===== src/rtl/move_scheduler.sv =====
// -----------------------------------------------------------------------------
// move_scheduler
//
// Sequencing controller for the move/collision engine. Produces the one-cycle
// move strobe at a programmable rate, runs the game state machine
// (IDLE/RUN/PAUSE/OVER), buffers local and remote direction requests between
// moves (dropping 180-degree reversals) and commits both directions together
// on the strobe. It also watches for remote direction traffic and flags a
// sticky communication error when the remote side goes quiet.
//
// Direction encoding: UP=0, DOWN=1, LEFT=2, RIGHT=3.
//
// Ports
//   clk           system clock
//   rst           synchronous, active-high reset
//   start_i       level; begins a game from IDLE, restarts from OVER on a rising edge
//   pause_i       level; holds the game while high
//   dir1_valid_i  one-cycle strobe; local (keyboard) direction request
//   dir1_i        local request value
//   dir2_valid_i  one-cycle strobe; remote (UART) direction received
//   dir2_i        remote request value
//   over_i        game end reported by the move engine
//   move_tick_o   one-cycle move strobe
//   dir1_o        committed snake 1 direction, stable between ticks
//   dir2_o        committed snake 2 direction, stable between ticks
//   rcvdir_o      with move_tick_o: a remote direction arrived in that window
//   init_o        one-cycle pulse; move engine reloads its map
//   com_err_o     sticky remote timeout error
//   state_o       IDLE=0, RUN=1, PAUSE=2, OVER=3
// -----------------------------------------------------------------------------
module move_scheduler #(
    parameter int unsigned TICK_DIV    = 7_500_000,
    parameter int unsigned RCV_TIMEOUT = 3,
    parameter logic [1:0]  START_DIR1  = 2'd3,   // RIGHT
    parameter logic [1:0]  START_DIR2  = 2'd2    // LEFT
) (
    input  logic       clk,
    input  logic       rst,
    input  logic       start_i,
    input  logic       pause_i,
    input  logic       dir1_valid_i,
    input  logic [1:0] dir1_i,
    input  logic       dir2_valid_i,
    input  logic [1:0] dir2_i,
    input  logic       over_i,
    output logic       move_tick_o,
    output logic [1:0] dir1_o,
    output logic [1:0] dir2_o,
    output logic       rcvdir_o,
    output logic       init_o,
    output logic       com_err_o,
    output logic [1:0] state_o
);

    localparam logic [1:0] DIR_UP    = 2'd0;
    localparam logic [1:0] DIR_DOWN  = 2'd1;
    localparam logic [1:0] DIR_LEFT  = 2'd2;
    localparam logic [1:0] DIR_RIGHT = 2'd3;

    localparam logic [23:0] CNT_LAST   = 24'(TICK_DIV - 1);
    localparam logic [3:0]  MISS_LIMIT = 4'(RCV_TIMEOUT);

    typedef enum logic [1:0] {
        ST_IDLE  = 2'd0,
        ST_RUN   = 2'd1,
        ST_PAUSE = 2'd2,
        ST_OVER  = 2'd3
    } state_e;

    // Explicit pairwise compare keeps the reversal rule independent of the
    // numeric encoding.
    function automatic logic is_opposite(input logic [1:0] a, input logic [1:0] b);
        return ((a == DIR_UP)   && (b == DIR_DOWN))  ||
               ((a == DIR_DOWN) && (b == DIR_UP))    ||
               ((a == DIR_LEFT) && (b == DIR_RIGHT)) ||
               ((a == DIR_RIGHT) && (b == DIR_LEFT));
    endfunction

    state_e      state_q, state_d;
    logic [23:0] cnt_q, cnt_d;
    logic [3:0]  miss_q, miss_d;
    logic        got2_q, got2_d;
    logic [1:0]  pend1_q, pend1_d;
    logic [1:0]  pend2_q, pend2_d;
    logic [1:0]  dir1_q, dir1_d;
    logic [1:0]  dir2_q, dir2_d;
    logic        tick_q, tick_d;
    logic        rcvdir_q, rcvdir_d;
    logic        init_q, init_d;
    logic        com_err_q, com_err_d;
    logic        start_prev_q;

    logic in_game, timeout, end_game, counting, fire, launch, rcv_now;

    always_comb begin
        // NOTE: every signal driven here gets a default first, so no path
        // through the block can leave it unassigned and infer a latch.
        state_d   = state_q;
        cnt_d     = cnt_q;
        miss_d    = miss_q;
        got2_d    = got2_q;
        pend1_d   = pend1_q;
        pend2_d   = pend2_q;
        dir1_d    = dir1_q;
        dir2_d    = dir2_q;
        com_err_d = com_err_q;
        tick_d    = 1'b0;
        rcvdir_d  = 1'b0;
        init_d    = 1'b0;
        rcv_now   = 1'b0;

        in_game  = (state_q == ST_RUN) || (state_q == ST_PAUSE);
        // The miss counter reaches the limit on a tick; the error is raised
        // in the cycle that tick is visible, so the tick itself still goes out.
        timeout  = in_game && (miss_q >= MISS_LIMIT);
        end_game = in_game && (over_i || timeout);
        // A cycle with pause_i high is simply not counted, which makes a
        // pause stretch the window by exactly its length. Game end beats a tick.
        counting = in_game && !pause_i && !end_game;
        fire     = counting && (cnt_q == CNT_LAST);
        launch   = ((state_q == ST_IDLE) && start_i) ||
                   ((state_q == ST_OVER) && start_i && !start_prev_q);

        if (counting) begin
            cnt_d = fire ? 24'd0 : cnt_q + 24'd1;
        end

        if (fire) begin
            rcv_now  = got2_q | dir2_valid_i;
            tick_d   = 1'b1;
            rcvdir_d = rcv_now;
            // Pending values were checked against the direction at the time
            // they arrived; re-check against the current one so a request
            // that landed during the previous commit cannot reverse the snake.
            dir1_d   = is_opposite(pend1_q, dir1_q) ? dir1_q : pend1_q;
            dir2_d   = is_opposite(pend2_q, dir2_q) ? dir2_q : pend2_q;
            pend1_d  = dir1_d;
            pend2_d  = dir2_d;
            miss_d   = rcv_now ? 4'd0 : miss_q + 4'd1;
            got2_d   = 1'b0;
        end else if (in_game && dir2_valid_i) begin
            got2_d = 1'b1;
        end

        // Requests in the commit cycle land here after the commit above and
        // therefore belong to the next window.
        if (in_game && dir1_valid_i && !is_opposite(dir1_i, dir1_q)) begin
            pend1_d = dir1_i;
        end
        if (in_game && dir2_valid_i && !is_opposite(dir2_i, dir2_q)) begin
            pend2_d = dir2_i;
        end

        unique case (state_q)
            ST_IDLE, ST_OVER: begin
                if (launch) begin
                    state_d = ST_RUN;
                end
            end
            ST_RUN: begin
                if (end_game) begin
                    state_d = ST_OVER;
                end else if (pause_i) begin
                    state_d = ST_PAUSE;
                end
            end
            ST_PAUSE: begin
                if (end_game) begin
                    state_d = ST_OVER;
                end else if (!pause_i) begin
                    state_d = ST_RUN;
                end
            end
        endcase

        if (timeout) begin
            com_err_d = 1'b1;
        end

        if (launch) begin
            init_d    = 1'b1;
            dir1_d    = START_DIR1;
            dir2_d    = START_DIR2;
            pend1_d   = START_DIR1;
            pend2_d   = START_DIR2;
            cnt_d     = 24'd0;
            miss_d    = 4'd0;
            got2_d    = 1'b0;
            com_err_d = 1'b0;
        end
    end

    // NOTE: state registers use non-blocking assignments so every register
    // samples the pre-edge values, independent of statement order.
    always_ff @(posedge clk) begin
        if (rst) begin
            state_q      <= ST_IDLE;
            cnt_q        <= 24'd0;
            miss_q       <= 4'd0;
            got2_q       <= 1'b0;
            pend1_q      <= START_DIR1;
            pend2_q      <= START_DIR2;
            dir1_q       <= START_DIR1;
            dir2_q       <= START_DIR2;
            tick_q       <= 1'b0;
            rcvdir_q     <= 1'b0;
            init_q       <= 1'b0;
            com_err_q    <= 1'b0;
            start_prev_q <= 1'b0;
        end else begin
            state_q      <= state_d;
            cnt_q        <= cnt_d;
            miss_q       <= miss_d;
            got2_q       <= got2_d;
            pend1_q      <= pend1_d;
            pend2_q      <= pend2_d;
            dir1_q       <= dir1_d;
            dir2_q       <= dir2_d;
            tick_q       <= tick_d;
            rcvdir_q     <= rcvdir_d;
            init_q       <= init_d;
            com_err_q    <= com_err_d;
            start_prev_q <= start_i;
        end
    end

    assign move_tick_o = tick_q;
    assign dir1_o      = dir1_q;
    assign dir2_o      = dir2_q;
    assign rcvdir_o    = rcvdir_q;
    assign init_o      = init_q;
    assign com_err_o   = com_err_q;
    assign state_o     = state_q;

endmodule


===== config.mk =====
export PLATFORM = sky130hd
export DESIGN_NAME = move_scheduler
export DESIGN_NICKNAME = d
export VERILOG_FILES = /design/src/rtl/move_scheduler.sv
export SDC_FILE = /design/constraint.sdc
export NUM_CORES = 1
export LEC_CHECK = 0
export ABC_AREA = 1
export CAP_MARGIN = 20
export CORE_MARGIN = 10
export CORE_UTILIZATION = 55
export CTS_CLUSTER_DIAMETER = 100
export DETAILED_ROUTE_END_ITERATION = 8
export PLACE_DENSITY_LB_ADDON = 0.15
export SYNTH_ARGS = -nofsm -noshare
export SYNTH_HDL_FRONTEND = slang
export SYNTH_SLANG_ARGS = --single-unit

===== constraint.sdc =====
create_clock -name clk -period 2.33 [get_ports clk]
set_clock_uncertainty 0.2 [all_clocks]
set_input_delay 0.5825 -clock clk [delete_from_list [all_inputs] [get_ports clk]]
set_output_delay 0.5825 -clock clk [all_outputs]
set_load 0.1 [all_outputs]

==> metrics.txt <==
status complete, no violations; clock sink count 44; Startpoint Class flip-flop; post-synthesis sequential area ratio 36.3%; htree depth 2; Critical Path Sink Type flip-flop; area grow syn2layout 18.7%; IO Port Bufs 20; Clock Pin Slew Worst Setup and Hold Paths roughly 90 ps; xor and xnor area share after synthesis ~2.5%; Final Hold Slack 246 ps; CTS tree done; Syn Std Cell Area 0.00243 mm2; Final WS setup 238 ps; CORE AREA 0.00432 mm2; CP max FO 8; combinational share of power 30.2%; filler instances 402; Clk Latency, worst-skew pair 300 ps; Tightest Pin Transition 500 ps; power per cell area 648 mW/mm2; worst setup path class flip-flop to flip-flop; Initial Util 56.2%; DIE AREA 0.00747 mm2; most common cell after layout, fill and taps aside nand2_1; Post-Synthesis Cells approximately 380; routed wire length 5520 um; pin count of the biggest net entering global routing 15; global route overflow 0; TNS Setup 0 ps; maximum clock rate 478 MHz; Compound-Gate Fraction of Synth Area 6.49%; Period minus WS final between 2000 and 2500 ps; Reg area 888 um2; Layout Cells excl Fill around 460; CTS Root Cell clkbuf_8; Final Util roughly two thirds; Hold Path Depth 2; # rows 24; reg2reg start state_o[0]; number of global-route vias before repair 2220; final RePlAce weighted congestion 0.910; Post-DP HPWL roughly 4300 um; Pre-antenna DRT Iters 4; drt initial violations around 170; Post-Syn Nets 392; Syn Area/Cell between 6 and 7 um2; total CTS buffers 5; Worst EP required 2330 ps; RSZ-0062 raised after global routing no; Min-Delay Endpoint miss_q[2]; antenna cells 0; Pint 1.19 mW; Clk network pwr share 26.1%; switch share 36.4%; Finished Cell Area approximately 0.0029 mm2; area of the multi-input gates 0.00133 mm2; Placed Instances 455; Placed Area about 0.0028 mm2; Reg2Reg Depth 9; io pins 21; global-route wire length before repair 9670 um; switching power 680 uW; post-synthesis mux area share 0%; Final Power between 1.5 and 2 mW; Vias/cell 5.10; final slew viol count 0; Distinct cells, synth 29; Nets 427; commonest cells after routing, fill and taps aside nand2_1 (101), nor2_1 (64), inv_1 (48), dfxtp_1 (42), nand3_1 (34); simple-gate share of the synthesized area 42.2%; GRT Total Usage 15.3%; Adder-Cell Fraction of Synth Area ~3.1%; initial antenna violation count 0; share of cells above drive strength 1 roughly an eighth; Tightest Hold Check Type flip-flop to flip-flop; Die Wd 86.5 um; hold_buf cts 0; ANT nets after route 0; Worst EP arrival 2090 ps; main combinational cell family by area after synthesis simple AND/OR/NAND/NOR gates; r2r endpoint cnt_q[13]; die height 86.5 um; crit share post-route 89.8%; Remaining DRCs 0; yosys warns 0; vias 2362; Fin. Hold Viols 0; hold path start miss_q[2]; Max clock buf depth 2; slew margin rel. ~67%; Max Cap Viol 0; register bit total from synthesis 44; Flop pwr share 43.8%; flop2flop setup slack 240 ps; peak supply drop roughly 0.37 mV; DR WL/cell 11.9 um; static leakage 1.22 nW; setup slack at placement 34.2 ps; Final setup viols 0
[worst max-delay path: stages, from the launching register on]
cell     delay, ps
dfxtp_4        370
inv_1           60
ha_1           370
inv_1          130
nor2_2         130
nand2_2        150
nor2_2         310
nand4_1        140
nand2_1         90
nor2_1          40
[how the worst max path moves through the flow]
stage / start / endpoint / slack (ps) / cells after the start
2_1_floorplan: state_o[0] / cnt_q[20] / 40 / 11
3_3_place_gp: over_i / cnt_q[16] / 50 / 10
5_1_grt: state_o[0] / cnt_q[5] / 50 / 10
6_report: state_o[0] / cnt_q[13] / 240 / 9
4_1_cts: state_o[0] / cnt_q[13] / 190 / 9
3_5_place_dp: over_i / cnt_q[5] / 30 / 10
[cells in the mapped netlist (all sizes together)]
cell    count  share of area [%]
buf         6                1.8
or2         1               0.26
o21bai      2               0.62
a31oi       2               0.52
xor2        5                1.8
dfxtp      44                 36
nor3b       3               0.93
nor2       69                 11
a21oi      14                2.9
nor3       13                3.1
nand2     104                 17
inv        49                7.6
a31o        1               0.36
nand4       9                2.3
xnor2       2               0.72
o21ai       8                1.8
o21a        1               0.31
nand3      36                8.1
ha          6                3.1
[registers in the layout, summed over array words and instances, names as in the netlist, 2 cells and up]
name and cells:
pend2_q 2, pend1_q 2, dir1_o 2, cnt_q 24, dir2_o 2, state_o 2
miss_q 4
[cell type report]
| cell class | instances | area share, % |
|---|---|---|
| multi-input combinational | 276 | 46.1 |
| sequential | 44 | 30.8 |
| timing repair buffer | 34 | 11.5 |
| inverter | 49 | 6.38 |
| clock buffer | 5 | 2.39 |
| tap | 52 | 2.26 |
| clock inverter | 3 | 0.651 |
[cells by family after synthesis]
group | after synthesis
AOI/OAI and AO/OA | 28
xor gates and xnor gates | 7
adders and majority gates | 6
buffers and inverters | 55
DFF | 44
and+or+nand+nor | 235
[layer usage]
layer / GRT usage [%] / share of wire, % / vias to the layer above
met5: 0 / 0 / -
met4: 4.27 / 1.1 / 0
met3: 3.56 / 4.8 / 6
met2: 25.4 / 47 / 43
met1: 19.3 / 47 / 1062
li1: - / - / 1251
[timing repair]
action,in CTS,in global routing
resized for setup,0,3
setup buffers,0,0
endpoints found under the setup margin,0,6
[power by group through the flow]
stage	combinational [mW]	clock [mW]	sequential (mW)
after floorplan	0.294	0	0.933
after global placement	0.547	0	0.833
after detailed placement	0.556	0	0.835
after CTS	0.558	0.498	0.818
after global routing	0.622	0.529	0.823
final	0.564	0.487	0.817
Note: power is estimated with default switching activity, not from simulation.
